===== src/rtl/fetch_pipe_adder_pkg.sv =====
// Shared definitions for the fetch-unit pipelined adder: stage count derivation,
// segment-width legality check and the per-stage control record.
package fetch_pipe_adder_pkg;

    // Control half of a pipeline stage record; the data half depends on WIDTH
    // and is declared alongside it in fetch_pipe_adder.
    typedef struct packed {
        logic valid;
        logic carry;
    } stage_ctl_t;

    function automatic int unsigned stages_of(input int unsigned width, input int unsigned seg);
        if (seg == 0 || width < seg) begin
            return 1;
        end
        return width / seg;
    endfunction

    function automatic bit seg_fits(input int unsigned width, input int unsigned seg);
        return (seg != 0) && (width >= seg) && ((width % seg) == 0);
    endfunction

endpackage


===== src/rtl/fetch_adder_seg.sv =====
// Combinational SEG-bit adder slice with carry-in and carry-out; one per pipeline stage.
module fetch_adder_seg #(
    parameter int unsigned SEG = 8
) (
    input  logic [SEG-1:0] a,
    input  logic [SEG-1:0] b,
    input  logic           cin,
    output logic [SEG-1:0] sum,
    output logic           cout
);
    logic [SEG:0] total;

    always_comb begin
        total = {1'b0, a} + {1'b0, b} + {{SEG{1'b0}}, cin};
        sum   = total[SEG-1:0];
        cout  = total[SEG];
    end

endmodule


===== src/rtl/fetch_pipe_adder.sv =====
// Pipelined carry-segmented adder: one SEG-bit segment resolved per stage, valid/ready
// on both sides. Define FETCH_PIPE_ADDER_OVF_EN to build the signed-overflow output.
module fetch_pipe_adder
    import fetch_pipe_adder_pkg::*;
#(
    parameter int unsigned WIDTH = 32,
    parameter int unsigned SEG   = 8
) (
    input  logic             clk,
    input  logic             rst,
    input  logic             in_valid,
    output logic             in_ready,
    input  logic [WIDTH-1:0] in_a,
    input  logic [WIDTH-1:0] in_b,
    input  logic             in_cin,
    output logic             out_valid,
    input  logic             out_ready,
    output logic [WIDTH-1:0] out_sum,
    output logic             out_cout,
    output logic             out_ovf
);
    localparam int unsigned STAGES = stages_of(WIDTH, SEG);

    if (!seg_fits(WIDTH, SEG)) begin : g_bad_seg
        $error("fetch_pipe_adder: WIDTH must be a nonzero multiple of SEG");
    end

    // sum holds the segments resolved so far; a/b still carry the pending upper segments.
    typedef struct packed {
        stage_ctl_t       ctl;
        logic [WIDTH-1:0] sum;
        logic [WIDTH-1:0] a;
        logic [WIDTH-1:0] b;
    } stage_t;

    stage_t         st_q     [STAGES];
    stage_t         src      [STAGES];
    stage_t         nxt      [STAGES];
    logic [SEG-1:0] seg_sum  [STAGES];
    logic           seg_cout [STAGES];
    logic           adv;

    assign adv       = ~out_valid | out_ready;
    assign in_ready  = adv;
    assign out_valid = st_q[STAGES-1].ctl.valid;
    assign out_sum   = st_q[STAGES-1].sum;
    assign out_cout  = st_q[STAGES-1].ctl.carry;

    always_comb begin
        for (int unsigned i = 0; i < STAGES; i++) begin
            if (i == 0) begin
                src[i].ctl.valid = in_valid;
                src[i].ctl.carry = in_cin;
                src[i].sum       = '0;
                src[i].a         = in_a;
                src[i].b         = in_b;
            end else begin
                src[i] = st_q[i-1];
            end
        end
    end

    for (genvar g = 0; g < STAGES; g++) begin : g_seg
        fetch_adder_seg #(
            .SEG(SEG)
        ) u_seg (
            .a    (src[g].a[g*SEG +: SEG]),
            .b    (src[g].b[g*SEG +: SEG]),
            .cin  (src[g].ctl.carry),
            .sum  (seg_sum[g]),
            .cout (seg_cout[g])
        );
    end

    always_comb begin
        for (int unsigned i = 0; i < STAGES; i++) begin
            nxt[i]                   = src[i];
            nxt[i].ctl.carry         = seg_cout[i];
            nxt[i].sum[i*SEG +: SEG] = seg_sum[i];
        end
    end

    // A stall freezes every stage, bubbles included, so order and spacing are kept.
    always_ff @(posedge clk) begin
        if (rst) begin
            for (int unsigned i = 0; i < STAGES; i++) begin
                st_q[i] <= '0;
            end
        end else if (adv) begin
            for (int unsigned i = 0; i < STAGES; i++) begin
                st_q[i] <= nxt[i];
            end
        end
    end

`ifdef FETCH_PIPE_ADDER_OVF_EN
    logic sign_a_q;
    logic sign_b_q;

    always_ff @(posedge clk) begin
        if (rst) begin
            sign_a_q <= 1'b0;
            sign_b_q <= 1'b0;
        end else if (adv) begin
            sign_a_q <= src[STAGES-1].a[WIDTH-1];
            sign_b_q <= src[STAGES-1].b[WIDTH-1];
        end
    end

    assign out_ovf = out_valid & (sign_a_q == sign_b_q) & (out_sum[WIDTH-1] != sign_a_q);
`else
    assign out_ovf = 1'b0;
`endif

endmodule

===== config.mk =====
export PLATFORM = sky130hd
export DESIGN_NAME = fetch_pipe_adder
export DESIGN_NICKNAME = d
export VERILOG_FILES = /design/src/rtl/fetch_pipe_adder_pkg.sv /design/src/rtl/fetch_adder_seg.sv /design/src/rtl/fetch_pipe_adder.sv
export SDC_FILE = /design/constraint.sdc
export NUM_CORES = 1
export LEC_CHECK = 0
export CAP_MARGIN = 20
export CORE_UTILIZATION = 50
export DETAILED_ROUTE_END_ITERATION = 6
export MAX_ROUTING_LAYER = met4
export PLACE_DENSITY = 0.76
export SYNTH_ARGS = -nofsm -noshare
export SYNTH_HDL_FRONTEND = slang
export SYNTH_SLANG_ARGS = --single-unit

===== constraint.sdc =====
create_clock -name clk -period 5.15 [get_ports clk]
set_input_delay 0.515 -clock clk [delete_from_list [all_inputs] [get_ports clk]]
set_output_delay 0.515 -clock clk [all_outputs]
set_load 0.005 [all_outputs]

# == Yosys cells after proc, flatten, opt, wreduce, memory -nomap -nowiden ==
# Memory sizes are Yosys's and may differ from the RTL's.
# Index checks and enable logic that the tools add are counted.
# totals
input_bits,69
out_inout_bits,36
mem_bits_rw,392
register_bits,0
n_memories,1
elab_cells,24
# mem_list
memory,words,width,rd,rd_clocked_by_memory_dff,write_ports,line_no,rtl
st_q,4,98,4,0,4,fetch_pipe_adder.sv:36,stage_t st_q [STAGES];
# op_classes
muxes,9
bitwise_logic,6
n_addsub,8
# op_table
operator,count
98-bit 2-to-1 mux,4
8-bit by 8-bit adder with 9-bit output,4
9-bit by 1-bit adder with 9-bit output,4
1-bit 2-to-1 mux,5
1-bit bitwise OR,5
1-bit NOT,1

# == Longest topological paths before layout ==
# Gate-level depths: netlist (run 1).
# An unclocked memory read counts as a cell.
# logic_depth
word_depth,7
mapped_depth,7
depth_no_buf,7

# == Hierarchy ==
# Synthesis (run 1) repeated with hierarchy kept, for this count alone.
# unflattened
cells_unflattened,577
area_unflattened_um2,9278.9
# modules_own_cells
mod,instances,area_each_um2,cells_each,seq_area_each_um2
fetch_pipe_adder,1,7952.6,415,5525.3
fetch_adder_seg at g_seg[0].u_seg ...,3,331.6,40,0.0
fetch_adder_seg at g_seg[2].u_seg,1,331.6,42,0.0

# == Least setup slack after synthesis (run 1) ==
# Ideal clock, no wire load.
# synth_timing
path_kind,input-to-reg
from,input port rst
to,memory st_q[0][10] (netlist name) (enable)
setup_time_ns,0.577
path_buffers,0
t_required_ns,4.573
arrival_time_ns,4.934
setup_slack_ns,-0.362
cell_stages,1
path_cell_list,nand2b_1
# synth_lines
item,line_no,rtl
start: declaration,fetch_pipe_adder.sv:10,"input logic rst,"
end: declaration,fetch_pipe_adder.sv:36,

==> impl_table.tex, run 1 <==
\begin{tabular}{lr}
\hline
Metric & Value \\
\hline
\multicolumn{2}{l}{\textbf{Status}} \\
Outcome & finished clean \\
\multicolumn{2}{l}{\textbf{Pwr}} \\
Design Power & 0.00323 W \\
VDD IR max & 279 uV \\
Leakage power figure & 4.01 nW \\
Pwr/cell area & 325 mW/mm\^{}2 \\
\multicolumn{2}{l}{\textbf{Timing}} \\
Setup repair after global routing missed its margin & no \\
Fin Clk Skew & 0.0112 ns \\
Hold Vio Cnt, Final & 0 \\
Minimum period implied by the final worst setup slack & 2.51 ns \\
Worst relative slew slack & 46.0\% \\
Final-report max-slew violation count & 0 \\
Final period utilization & 48.7\% \\
Aggregate negative setup slack & 0 ns \\
Number of failing setup endpoints in the final timing report & 0 \\
Peak clock frequency supported by timing & 398 MHz \\
Pin slew with the least headroom to its limit & 0.810 ns \\
\multicolumn{2}{l}{\textbf{Floorplanning}} \\
Placement Rows & 46 \\
Initial cell density of the core & 51.3\% \\
Width of the die & 130 um \\
Placeable core area & 0.0159 mm\^{}2 \\
Die extent in y & 130 um \\
DIE AREA & 0.0168 mm\^{}2 \\
Count of boundary I/O pins & 105 \\
\multicolumn{2}{l}{\textbf{Global route}} \\
Aggregate global-route resource usage & 16.8\% \\
Number of antenna violations at the first check in global routing & 0 \\
Via count of the first global-routing pass & 4510 \\
Wire length of the first global-routing pass & 20900 um \\
Total global routing overflow & 0 \\
Pin count of the biggest net entering global routing & 138 \\
\multicolumn{2}{l}{\textbf{Flow run}} \\
Number of max-cap violations & 0 \\
\multicolumn{2}{l}{\textbf{Layout}} \\
Largest registers ranked by flip-flop count & st\_q x184 \\
Most common cell after layout, fill and taps aside & edfxtp\_1 \\
Area Overhead vs Synth & 22.0\% \\
Most used cells in the layout excluding fill and tap cells & edfxtp\_1, and2\_1, clkdlybuf4s50\_1 \\
Max FFs per register & 184 \\
Share of final-layout standard cells stronger than drive strength 1 & 5.32\% \\
Net total in the final layout & 788 \\
Antenna diodes & 0 \\
Register containing the most flip-flops in the final layout & st\_q \\
\multicolumn{2}{l}{\textbf{Detailed routing}} \\
Post-detailed-route DRC marker count & 0 \\
Mean routed wirelength per cell & 14.0 um \\
Initial DRT Pass Iterations & 5 \\
Number of DRC violations after detailed-routing iteration 0 & 510 \\
Vias & 4640 \\
Antenna-violating nets left & 0 \\
Final Routed Wirelength & 12800 um \\
Via density & 5.09 \\
\multicolumn{2}{l}{\textbf{Yosys}} \\
Number of register bits inferred by synthesis & 184 \\
Synth Warn \# & 0 \\
Post-Synthesis Net Count & 685 \\
Proportion of synthesized chip area in sequential cells & 67.8\% \\
Synthesized area & 0.00815 mm\^{}2 \\
Synth Area per Inst & 14.1 um\^{}2 \\
Largest cells by area after synthesis & edfxtp\_1, and2\_1, ha\_1 \\
Synth top area share & 67.8\% \\
Number of distinct library cell variants in the gate-level netlist after synthesis & 37 \\
Post-synth top area cell & edfxtp\_1 \\
Cells after Synth & 580 \\
\multicolumn{2}{l}{\textbf{Worst hold path}} \\
Startpoint of the lowest-slack hold path & st\_q[0][48] \\
Worst hold-check path type & reg -> reg \\
\multicolumn{2}{l}{\textbf{Clock network}} \\
Hold-fix buffers at CTS & 0 \\
Post-cts repair resize count & 0 \\
Clock tree sinks & 184 \\
Maximum buffer depth of the clock tree & 2 \\
Total clock buffers created by CTS & 17 \\
Clock tree root driver cell & clkbuf\_16 \\
CTS tree & yes \\
Post-CTS Setup Repair Bufs & 0 \\
Clock slew seen by the registers of the worst setup and hold paths & 0.07 ns \\
Htree depth & 4 \\
Latest clock arrival within the worst-skew pair & 0.43 ns \\
\multicolumn{2}{l}{\textbf{Worst setup path}} \\
Critical path launch point type & flop \\
Kind of critical path & reg -> reg \\
Worst setup path startpoint & st\_q[0][96] \\
Critical path endpoint category & flop \\
Start of the worst register-to-register path & st\_q[0][96] \\
CP required & 5.33 ns \\
Highest fanout seen on the critical path & 2 \\
Data arrival time of the critical path & 2.69 ns \\
\multicolumn{2}{l}{\textbf{Placement}} \\
Count of buffers from port buffering & 103 \\
GPL Wtd Cong & 0.875 \\
Detailed placement HPWL & 8170 um \\
\hline
\end{tabular}
-- layer usage --
layer | wire length (um) | share of wire, % | vias to the layer above | GRT usage, %
met1 | 5450 | 43 | 2177 | 19.9
met3 | 614 | 4.8 | 30 | 4.02
met4 | 347 | 2.7 | 0 | 7.93
met2 | 6360 | 50 | 131 | 27.2
met5 | 0 | 0 | - | -
li1 | - | - | 2302 | -
-- synthesized netlist by cell type --
master and count:
o21a_1 5, o21bai_1 3, a21o_1 7, a31oi_1 3
and3_1 1, a2111oi_0 1, nor2b_1 12, a221oi_1 1
nor2b_4 1, nand2b_1 7, or4_1 7, xor2_1 2
nor3_1 23, o2111ai_1 6, nand4b_1 1, or2_0 1
nand4_1 1, nor2_1 19, edfxtp_1 184, o311ai_0 1
o31a_1 4, a211oi_1 10, buf_4 1, a21oi_1 9
o21ai_0 19, fa_1 8, ha_1 28, o31ai_1 1
inv_1 17, clkbuf_1 17, xnor2_1 2, nand2_1 5
a21boi_0 2, conb_1 1, and2_1 154, nand3_1 11
buf_2 5
-- worst max-delay path, cell delays in order (launching register included) --
cell and delay [ns]:
edfxtp_1 0.41, fa_1 0.49, fa_1 0.43, a21o_1 0.22, a221oi_1 0.38, nor2b_1 0.10, o31a_1 0.24
-- logic make-up after synthesis --
family / after synthesis / synth area share [%]
AO/OA/AOI/OAI: 72 / 5.92
buffers and inverters: 40 / 1.96
other: 1 / 0.0460
XOR/XNOR: 4 / 0.430
flip-flops: 184 / 67.8
AND/OR/NAND/NOR: 243 / 17.6
adder cells (fa/ha/maj): 36 / 6.26
-- per-stage QoR --
step | utilization [%] | instance area, um^2 | std cells | worst slack [ns] | hold slack [ns]
2_1_floorplan | - | 8160 | 580 | 1.82 | 0.497
3_3_place_gp | 59.3 | 9420 | 880 | 2.44 | 0.500
3_5_place_dp | 59.3 | 9420 | 880 | 2.35 | 0.502
4_1_cts | 62.6 | 9950 | 912 | 2.62 | 0.514
5_1_grt | 62.6 | 9950 | 912 | 2.52 | 0.527
6_report | 62.6 | 9950 | 912 | 2.64 | 0.508
-- report_power, final --
| part | total (W) | internal [W] | switching, W |
|---|---|---|---|
| sequential | 0.00178 | 0.00175 | 0.0000284 |
| clock | 0.00117 | 0.000618 | 0.000548 |
| combinational | 0.000284 | 0.000156 | 0.000128 |
| total | 0.00323 | 0.00253 | 0.000704 |
-- worst paths after layout --
check                           slack (ns)  depth (start not counted)           end
worst max-delay path                  2.64                          6  st_q[0][194]
worst min-delay path                  0.51                          1  st_q[0][146]
worst max register to register        2.64                          6  st_q[0][194]
worst min register to register        0.51                          1  st_q[0][146]
-- final cells by class --
type	instances	area, um^2
clock buffer	18	429
clock inverter	14	101
fill	1211	5940
inverter	17	63.8
multi-input combinational	356	2480
sequential	184	5530
tap	216	270
timing repair buffer	107	1070
Power figures use the tool's default switching activity.
==> run 2: changes to the inputs <==
clock period = 2.1 ns   (was 5.15 ns; I/O delays follow)
==> run 2 against run 1 <==
Net effect:
- cell count grew 3.0%
- critical path depth unchanged
- critical path type unchanged
- critical endpoint is now st_q[0][388]
- the run now ends with setup timing left
- via count rose by 4.2%
- register-to-register slack worse by 2.8 ns
- die area stayed put
==> impl_table.tex, run 2 (synthesis results as in run 1) <==
\begin{tabular}{lr}
\hline
Metric & Value \\
\hline
\multicolumn{2}{l}{\textbf{Status}} \\
Outcome & finished with violations \\
Violations in the final reports & setup timing \\
\multicolumn{2}{l}{\textbf{Global route}} \\
Number of antenna violations at the first check in global routing & 0 (unchanged) \\
Pin count of the biggest net entering global routing & 95 (-31\%) \\
Wire length of the first global-routing pass & 22000 um (+5.3\%) \\
Aggregate global-route resource usage & 17.8\% (+1.0 points) \\
Via count of the first global-routing pass & 4689 (+4.0\%) \\
Total global routing overflow & 0 (unchanged) \\
\multicolumn{2}{l}{\textbf{Worst setup path}} \\
Highest fanout seen on the critical path & 2 (unchanged) \\
Critical path launch point type & flop \\
Data arrival time of the critical path & 2.54 ns (-0.15 ns) \\
Critical path endpoint category & flop \\
Kind of critical path & reg -> reg \\
Path depth of the worst reg2reg path & 6 (unchanged) \\
CP required & 2.39 ns (-2.94 ns) \\
\multicolumn{2}{l}{\textbf{Placement}} \\
Count of placed standard cells including taps & 902 (+2.5\%) \\
GPL Wtd Cong & 0.860 (-1.7\%) \\
Count of buffers from port buffering & 103 (unchanged) \\
Dpl cell area & 0.00967 mm\^{}2 (+2.6\%) \\
Detailed placement HPWL & 9050 um (+11\%) \\
\multicolumn{2}{l}{\textbf{Timing}} \\
Post-route worst setup slack & -0.147 ns (-2.79 ns) \\
Number of failing setup endpoints in the final timing report & 5 (+5) \\
Hold Vio Cnt, Final & 0 (unchanged) \\
Setup repair after global routing missed its margin & yes \\
Peak clock frequency supported by timing & 445 MHz (+12\%) \\
Aggregate negative setup slack & -0.463 ns (-0.463 ns) \\
Final period utilization & 107\% (+58 points) \\
Minimum period implied by the final worst setup slack & 2.25 ns (-0.262 ns) \\
Fin Clk Skew & 0.00591 ns (-0.00532 ns) \\
Final-report max-slew violation count & 0 (unchanged) \\
Worst Hold Margin & 0.429 ns (-0.0790 ns) \\
\multicolumn{2}{l}{\textbf{Floorplanning}} \\
Count of boundary I/O pins & 105 (unchanged) \\
DIE AREA & 0.0168 mm\^{}2 (unchanged) \\
Placement Rows & 46 (unchanged) \\
Width of the die & 130 um (unchanged) \\
Placeable core area & 0.0159 mm\^{}2 (unchanged) \\
Die extent in y & 130 um (unchanged) \\
Initial cell density of the core & 51.3\% (unchanged) \\
\multicolumn{2}{l}{\textbf{Pwr}} \\
VDD IR max & 652 uV (+130\%) \\
Pwr/cell area & 787 mW/mm\^{}2 (+140\%) \\
Leakage power figure & 4.19 nW (+4.4\%) \\
\multicolumn{2}{l}{\textbf{Clock network}} \\
Clock tree sinks & 184 (unchanged) \\
Htree depth & 4 (unchanged) \\
CTS tree & yes \\
Maximum buffer depth of the clock tree & 2 (unchanged) \\
Clock slew seen by the registers of the worst setup and hold paths & 0.07 ns (about the same) \\
Clock tree root driver cell & clkbuf\_16 \\
Total clock buffers created by CTS & 17 (unchanged) \\
Hold-fix buffers at CTS & 0 (unchanged) \\
Latest clock arrival within the worst-skew pair & 0.43 ns (about the same) \\
\multicolumn{2}{l}{\textbf{Layout}} \\
Area Overhead vs Synth & 26.5\% \\
Net total in the final layout & 815 (+3.4\%) \\
Non-Filler Instances & 939 (+3.0\%) \\
Share of final-layout standard cells stronger than drive strength 1 & 10.9\% (+5.6 points) \\
Most used cells in the layout excluding fill and tap cells & edfxtp\_1, and2\_1, clkdlybuf4s50\_1 \\
Largest registers ranked by flip-flop count & st\_q x184 \\
Final non-filler cell area & 0.0103 mm\^{}2 (+3.7\%) \\
Antenna diodes & 0 (unchanged) \\
Max FFs per register & 184 (unchanged) \\
Register containing the most flip-flops in the final layout & st\_q \\
Most common cell after layout, fill and taps aside & edfxtp\_1 \\
Utilization of the core after routing & 64.9\% (+2.3 points) \\
\multicolumn{2}{l}{\textbf{Detailed routing}} \\
Number of DRC violations after detailed-routing iteration 0 & 413 (-19\%) \\
Via density & 5.15 (+1.2\%) \\
Antenna-violating nets left & 0 (unchanged) \\
Initial DRT Pass Iterations & 5 (unchanged) \\
Vias & 4834 (+4.2\%) \\
Mean routed wirelength per cell & 14.6 um (+4.4\%) \\
Final Routed Wirelength & 13700 um (+7.5\%) \\
Post-detailed-route DRC marker count & 0 (unchanged) \\
\multicolumn{2}{l}{\textbf{Flow run}} \\
Number of max-cap violations & 0 (unchanged) \\
\multicolumn{2}{l}{\textbf{Worst hold path}} \\
Worst hold-check path type & in -> reg \\
Hold Path Depth & 2 (+1) \\
\hline
\end{tabular}
run 2: layout make-up:
class                           count  area (um^2)
Fill cell                        1145         5570
Sequential cell                   184         5530
Multi-Input combinational cell    356         2550
Timing Repair Buffer              134         1350
Clock buffer                       19          433
Tap cell                          216          270
Clock inverter                     13          123
Inverter                           17         63.8
run 2: routing by layer:
metal	share of wire [%]	GRT usage, %
met1	42	20.5
met2	50	29.2
met3	4.6	3.81
met4	3.5	9.85
met5	0	-
run 2: metrics by stage:
stage / worst slack (ns) / total power (W)
2_1_floorplan: -0.133 / 0.00482
3_3_place_gp: -0.252 / 0.00514
3_5_place_dp: -0.313 / 0.00519
4_1_cts: -0.129 / 0.00818
5_1_grt: -0.199 / 0.00841
6_report: -0.147 / 0.00811
run 2: final timing paths:
path,slack [ns],startpoint,to
worst max-delay path,-0.15,st_q[0][292],st_q[0][388]
worst min-delay path,0.43,in_b[17],st_q[0][17]
worst max register to register,-0.15,st_q[0][292],st_q[0][388]
worst min register to register,0.51,st_q[0][25],st_q[0][123]
run 2: repair_timing:
action	4_1_cts	5_1_grt
gates resized for setup	2	13
pin swaps	6	5
endpoints found under the setup margin	6	12
setup buffers	4	1
run 2: report_power, final:
| part | total (W) | switching, W | internal, W |
|---|---|---|---|
| combinational | 0.000760 | 0.000340 | 0.000420 |
| sequential | 0.00437 | 0.0000679 | 0.00430 |
| clock | 0.00299 | 0.00134 | 0.00165 |
| total | 0.00811 | 0.00175 | 0.00636 |
run 2: critical path, cell delays in order, from the launching register on:
cell and delay, ns:
edfxtp_1 0.41, fa_2 0.43, fa_2 0.36, a211oi_2 0.23
o21bai_1 0.14, or4_1 0.44, nand3_1 0.10
==> run 3: changes to the inputs <==
SLEW_MARGIN = 20   (was default)
==> results of run 3 <==
Same layout as run 2: the final DEF is identical, and so are final timing and power.
